<file path="config.mk">
export PLATFORM = sky130hd
export DESIGN_NAME = clk_pulse_monitor
export DESIGN_NICKNAME = d
export VERILOG_FILES = /design/src/rtl/clk_monitor_pkg.sv /design/src/rtl/clk_pulse_monitor_sync.sv /design/src/rtl/clk_pulse_monitor.sv
export SDC_FILE = /design/constraint.sdc
export NUM_CORES = 1
export LEC_CHECK = 0
export ABC_AREA = 0
export BUFFER_PORTS_ARGS = -buffer_cell sky130_fd_sc_hd__buf_2
export CAP_MARGIN = 40
export CORE_MARGIN = 4
export CORE_UTILIZATION = 55
export CTS_CLUSTER_DIAMETER = 150
export DETAILED_ROUTE_END_ITERATION = 7
export GPL_TIMING_DRIVEN = 0
export PLACE_DENSITY = 0.81
export SYNTH_ARGS = -nofsm -noshare
export SYNTH_HDL_FRONTEND = slang
export SYNTH_SLANG_ARGS = --single-unit
</file>
<file path="constraint.sdc">
create_clock -name clk_i -period 2.7 [get_ports clk_i]
set_input_delay 0.54 -clock clk_i [delete_from_list [all_inputs] [get_ports clk_i]]
set_output_delay 0.54 -clock clk_i [all_outputs]
set_load 0.02 [all_outputs]
</file>
<file path="src/rtl/clk_monitor_pkg.sv">
// Shared types for the clock pulse monitor.
// Holds the phase-tracking FSM state encoding.
package clk_monitor_pkg;

    typedef enum logic [1:0] {
        SYNCING = 2'd0,
        HIGH    = 2'd1,
        LOW     = 2'd2
    } mon_state_e;

endpackage

</file>
<file path="src/rtl/clk_pulse_monitor_sync.sv">
// Multi-flop synchronizer bringing an asynchronous level into clk_i.
// Flops reset to 0 so a held-high input looks like a fresh rise.
module sync #(
    parameter int unsigned STAGES = 2
) (
    input  logic clk_i,
    input  logic rst_i,
    input  logic serial_i,
    output logic serial_o
);

    logic [STAGES-1:0] reg_q;

    always_ff @(posedge clk_i) begin
        if (rst_i) begin
            reg_q <= '0;
        end else begin
            reg_q <= {reg_q[STAGES-2:0], serial_i};
        end
    end

    assign serial_o = reg_q[STAGES-1];

endmodule

</file>
<file path="src/rtl/clk_pulse_monitor.sv">
// Measures high/low phases of an asynchronous clock in clk_i cycles,
// flags short phases as glitches and detects a stopped clock.
module clk_pulse_monitor
    import clk_monitor_pkg::*;
#(
    parameter int unsigned CNT_WIDTH     = 16,
    parameter int unsigned ERR_CNT_WIDTH = 8,
    parameter int unsigned SYNC_STAGES   = 2
) (
    input  logic                     clk_i,
    input  logic                     rst_i,
    input  logic                     en_i,
    input  logic                     clear_i,
    input  logic                     mon_clk_i,
    input  logic [CNT_WIDTH-1:0]     min_high_i,
    input  logic [CNT_WIDTH-1:0]     min_low_i,
    input  logic [CNT_WIDTH-1:0]     timeout_i,
    output logic [CNT_WIDTH-1:0]     high_width_o,
    output logic [CNT_WIDTH-1:0]     low_width_o,
    output logic                     meas_valid_o,
    output logic                     meas_high_o,
    output logic                     glitch_o,
    output logic                     glitch_sticky_o,
    output logic [ERR_CNT_WIDTH-1:0] err_cnt_o,
    output logic                     stopped_o
);

    localparam logic [CNT_WIDTH-1:0]     CNT_ONE = 1;
    localparam logic [CNT_WIDTH-1:0]     CNT_MAX = '1;
    localparam logic [ERR_CNT_WIDTH-1:0] ERR_ONE = 1;
    localparam logic [ERR_CNT_WIDTH-1:0] ERR_MAX = '1;

    logic s;
    logic s_q;
    logic rise;
    logic fall;

    mon_state_e state_q, state_d;

    logic [CNT_WIDTH-1:0]     cnt_q, cnt_d;
    logic [CNT_WIDTH-1:0]     cnt_inc;
    logic [CNT_WIDTH-1:0]     hw_q, hw_d;
    logic [CNT_WIDTH-1:0]     lw_q, lw_d;
    logic                     mv_q, mv_d;
    logic                     mh_q, mh_d;
    logic                     gl_q, gl_d;
    logic                     st_q, st_d;
    logic                     sticky_q, sticky_d;
    logic [ERR_CNT_WIDTH-1:0] err_q, err_d;
    logic [ERR_CNT_WIDTH-1:0] err_base;
    logic                     timeout_hit;

    sync #(
        .STAGES (SYNC_STAGES)
    ) u_sync (
        .clk_i    (clk_i),
        .rst_i    (rst_i),
        .serial_i (mon_clk_i),
        .serial_o (s)
    );

    always_ff @(posedge clk_i) begin
        if (rst_i) begin
            s_q <= 1'b0;
        end else begin
            s_q <= s;
        end
    end

    assign rise = s & ~s_q;
    assign fall = ~s & s_q;

    assign cnt_inc     = (cnt_q == CNT_MAX) ? cnt_q : cnt_q + CNT_ONE;
    assign timeout_hit = (timeout_i != '0) && (cnt_q >= timeout_i);

    // A detected edge always wins over a coincident timeout.
    always_comb begin
        state_d = state_q;
        cnt_d   = cnt_q;
        hw_d    = hw_q;
        lw_d    = lw_q;
        mv_d    = 1'b0;
        mh_d    = mh_q;
        gl_d    = 1'b0;
        st_d    = st_q;

        if (rise || fall) begin
            st_d = 1'b0;
        end

        if (!en_i) begin
            state_d = SYNCING;
            cnt_d   = '0;
        end else begin
            unique case (state_q)
                SYNCING: begin
                    if (rise) begin
                        state_d = HIGH;
                        cnt_d   = CNT_ONE;
                    end else if (fall) begin
                        state_d = LOW;
                        cnt_d   = CNT_ONE;
                    end
                end
                HIGH: begin
                    if (fall) begin
                        hw_d    = cnt_q;
                        mv_d    = 1'b1;
                        mh_d    = 1'b1;
                        gl_d    = (cnt_q < min_high_i);
                        state_d = LOW;
                        cnt_d   = CNT_ONE;
                    end else if (timeout_hit) begin
                        st_d    = 1'b1;
                        state_d = SYNCING;
                        cnt_d   = '0;
                    end else begin
                        cnt_d = cnt_inc;
                    end
                end
                LOW: begin
                    if (rise) begin
                        lw_d    = cnt_q;
                        mv_d    = 1'b1;
                        mh_d    = 1'b0;
                        gl_d    = (cnt_q < min_low_i);
                        state_d = HIGH;
                        cnt_d   = CNT_ONE;
                    end else if (timeout_hit) begin
                        st_d    = 1'b1;
                        state_d = SYNCING;
                        cnt_d   = '0;
                    end else begin
                        cnt_d = cnt_inc;
                    end
                end
                default: begin
                    state_d = SYNCING;
                    cnt_d   = '0;
                end
            endcase
        end
    end

    // Clear is applied before the increment of a coincident glitch.
    always_comb begin
        err_base = clear_i ? '0 : err_q;
        err_d    = err_base;
        if (gl_q && (err_base != ERR_MAX)) begin
            err_d = err_base + ERR_ONE;
        end
        sticky_d = gl_q | (sticky_q & ~clear_i);
    end

    always_ff @(posedge clk_i) begin
        if (rst_i) begin
            state_q  <= SYNCING;
            cnt_q    <= '0;
            hw_q     <= '0;
            lw_q     <= '0;
            mv_q     <= 1'b0;
            mh_q     <= 1'b0;
            gl_q     <= 1'b0;
            st_q     <= 1'b0;
            sticky_q <= 1'b0;
            err_q    <= '0;
        end else begin
            state_q  <= state_d;
            cnt_q    <= cnt_d;
            hw_q     <= hw_d;
            lw_q     <= lw_d;
            mv_q     <= mv_d;
            mh_q     <= mh_d;
            gl_q     <= gl_d;
            st_q     <= st_d;
            sticky_q <= sticky_d;
            err_q    <= err_d;
        end
    end

    assign high_width_o    = hw_q;
    assign low_width_o     = lw_q;
    assign meas_valid_o    = mv_q;
    assign meas_high_o     = mh_q;
    assign glitch_o        = gl_q;
    assign glitch_sticky_o = sticky_q;
    assign err_cnt_o       = err_q;
    assign stopped_o       = st_q;

endmodule

</file>
==> summary.md <==
| Metric | Value |
|---|---|
| Leak pwr | between 2 and 2.5 nW |
| Gate Count Post-Synth | 539 |
| Worst-case clock buffer depth | 2 |
| Final setup fails | 0 |
| Core Rows | 31 |
| Slew Limit Fails | 0 |
| Die W | 95.9 µm |
| Clock Tree Root | clkbuf_8 |
| EDFF count, synth | 0 |
| Congestion Overflow GR | 0 |
| Final worst slack | ~0.098 ns |
| Num CTS Buffers | 9 |
| DR WL/cell | 16.0 µm |
| DP HPWL | 8970 µm |
| Via count | 4275 |
| Die height | 95.9 µm |
| Hold buffer count at cts | 0 |
| Post-Syn Area | 4250 µm² |
| Final ANT Viol Nets | 0 |
| FF-to-FF Start | cnt_q[0] |
| Htree depth | 3 |
| WP data arrival | 2.88 ns |
| PD cells | 410 nW/µm² |
| Largest area contributor in the netlist | dfxtp_1 |
| RSZ-0062 raised after global routing | false |
| Final hold vios | 0 |
| M1 WL | about 4700 µm |
| Hold wc startpoint | mon_clk_i |
| Initial antenna violation count | 0 |
| Top post-synthesis cells by count | 94 x nand2_1, 66 x dfxtp_1, 62 x inv_1, 54 x ha_1, 46 x a21oi_1 |
| Filler cell count | 640 |
| CTS sink cnt | 66 |
| Critical path buffers and inverters | 3 |
| Routed met3 length | 1060 µm |
| Min cycle time layout | 2.60 ns |
| Dpl ws | -0.143 ns |
| Worst-path cell chain | inv_1, ha_1, nand2b_1, a2111oi_2, o21ai_2, a2111oi_4, buf_4, buf_6, o21bai_2, a22oi_2 |
| CP delay by family, top | compound AO/OA/AOI/OAI gates |
| 1st-iter DRT viols | around 450 |
| Boundary Pins | 98 |
| Mapped Nets | 646 |
| WHS Endpoint | u_sync.reg_q[0] |
| First-pass GRT wire length | ~19000 µm |
| TritonCTS clock tree | built |
| CP startpoint kind | flip-flop |
| Total power | 2.11 mW |
| Req. time, crit path | roughly 3.0 ns |
| Worst path max stage delay | 0.45 ns |
| Synth Flop Type | dfxtp_1 |
| I/O Buffers | 96 |
| Seq cells post-synth | 66 |
| Area grow syn2layout | 20.7% |
| Drt drc | 0 |
| Synthesis Warnings | 0 |
| Max stage delay cell, worst path | dfxtp_2 |
| Reg clk slew, reported paths | 0.07 ns |
| Worst hold slack | 0.407 ns |
| Initial Utilization | 0.577 |
| Final Wtd Congestion | just over 0.9 |
| Hold Path Depth | 2 |
| Yosys top cell area share | 0.311 |
| Final Cycle Share | 0.964 |
| Floorplan core area | around 7400 µm² |
| Largest net degree at the start of global routing | 13 |
| # diodes | 0 |
| Peak supply drop | 0.366 mV |
| Unique masters post-synth | 62 |
| Final-stage net count | 756 |
| Share of layout cells above drive strength 1 | 0.217 |
| Die area | 9210 µm² |
| Syn_area_per_cell | 7.89 µm² |
| WS Path Type | reg -> reg |
| Worst slew margin | 0.564 |
| Worst-Skew Late Latency | between 0.3 and 0.4 ns |
| Worst slew pin tran | roughly 0.64 ns |
| Max-cap violation count | 0 |
| Worst Clk Skew | 0.0105 ns |
| Most common cell in the synthesized netlist | nand2_1 |
| Via density per instance | 5.68 |
| WL met2 | 6040 µm |
| Worst Setup End Kind | flip-flop |
| Post-Route WL | roughly 12000 µm |
| Top routing layer in use | met4 |
| Drt first pass iters | 6 |
| Reg2Reg Depth | 10 |
| Dominant cells by area after synthesis | dfxtp_1 31%, ha_1 16%, nand2_1 8.3% |
| Status | finished, final reports clean |
| Largest fanout on the critical path | 10 |
| Maximum clock frequency | 384 MHz |
| Sequential element share of the synthesized area | 0.311 |
| Vias in the first global route | around 4200 |
| Flop2flop setup slack | between 0.09 and 0.1 ns |
| Reg-to-Reg End | cnt_q[3] |
| Worst hold path type | in -> reg |
| Ys async rst share | 0 |
| GRT Overall Usage | 0.271 |
==> layout by cell type, fill, tap and decap left out, drive strengths merged, types with 18 or more instances in the layout <==
cell type / synthesis / final
buf: 7 / 106
dfxtp: 66 / 66
inv: 62 / 62
a21oi: 46 / 46
nor2: 18 / 18
nand2: 94 / 94
o21ai: 28 / 28
ha: 54 / 54
clkbuf: 16 / 26
==> cells by family (layout without fill, tap and decap cells) <==
group           Yosys count  count (layout)  synth area share
fa+ha+maj                54              54             0.159
xor+xnor                  8               8            0.0165
mux                       2               2           0.00500
simple gates            189             189             0.213
flops                    66              66             0.311
compound gates          135             135             0.212
buf+inv                  85             200            0.0835
==> metal layers <==
layer / vias to the layer above / track usage
li1: 2109 / -
met1: 1962 / 0.312
met2: 169 / 0.486
met3: 35 / 0.0743
met4: 0 / 0.0841
met5: - / 0
==> report_power, final <==
part	internal (mW)	switching, mW
registers	0.978	0.00836
clock network	0.546	0.393
logic	0.0784	0.104
==> state kept, by name, indices dropped and copies added (netlist names), 2 cells and up <==
signal,count
high_width_o,16
low_width_o,16
err_cnt_o,8
cnt_q,16
state_q,2
u_sync.reg_q,2
==> worst reg2reg max path: stages, from the launching register on <==
cell       delay (ns)
dfxtp_2          0.45
inv_1            0.15
ha_1             0.29
nand2b_1         0.16
a2111oi_2        0.39
o21ai_2          0.16
a2111oi_4        0.36
buf_4            0.20
buf_6            0.14
o21bai_2         0.08
a22oi_2          0.17
==> layout make-up <==
type / count / area (µm²) / share of cell area
timing repair buffer: 99 / 503 / 0.0980
clock buffer: 10 / 138 / 0.0268
inverter: 62 / 233 / 0.0453
sequential: 66 / 1330 / 0.258
buffer: 23 / 123 / 0.0239
tap: 99 / 124 / 0.0241
clock inverter: 6 / 90.1 / 0.0175
multi-input combinational: 388 / 2600 / 0.506
==> worst max-delay path by stage <==
stage             startpoint         to  slack, ns  depth (start not counted)
4_1_cts             cnt_q[0]   cnt_q[1]      0.003                          8
3_3_place_gp        cnt_q[0]   cnt_q[1]      -0.12                          8
5_1_grt            cnt_q[11]  cnt_q[10]       0.03                          6
6_report            cnt_q[0]   cnt_q[3]        0.1                         10
3_5_place_dp        cnt_q[0]   cnt_q[1]      -0.14                          8
2_1_floorplan  timeout_i[13]   cnt_q[3]       0.19                          9
==> through the flow <==
step / cells / instance area, µm² / setup TNS (ns) / util
finish: 753 / 5130 / 0 / 0.697
global route: 753 / 5130 / 0 / 0.697
CTS: 750 / 5090 / 0 / 0.691
detailed placement: 734 / 4860 / -0.689 / 0.659
global placement: 734 / 4860 / -0.486 / 0.659
floorplan: 539 / 4250 / 0 / -
==> repair_timing <==
item,4_1_cts,5_1_grt
buffers inserted,0,3
resized for setup,4,5
pin swaps,0,3
endpoints found under the setup margin,12,15
gates cloned,0,0
Power figures use the tool's default switching activity.
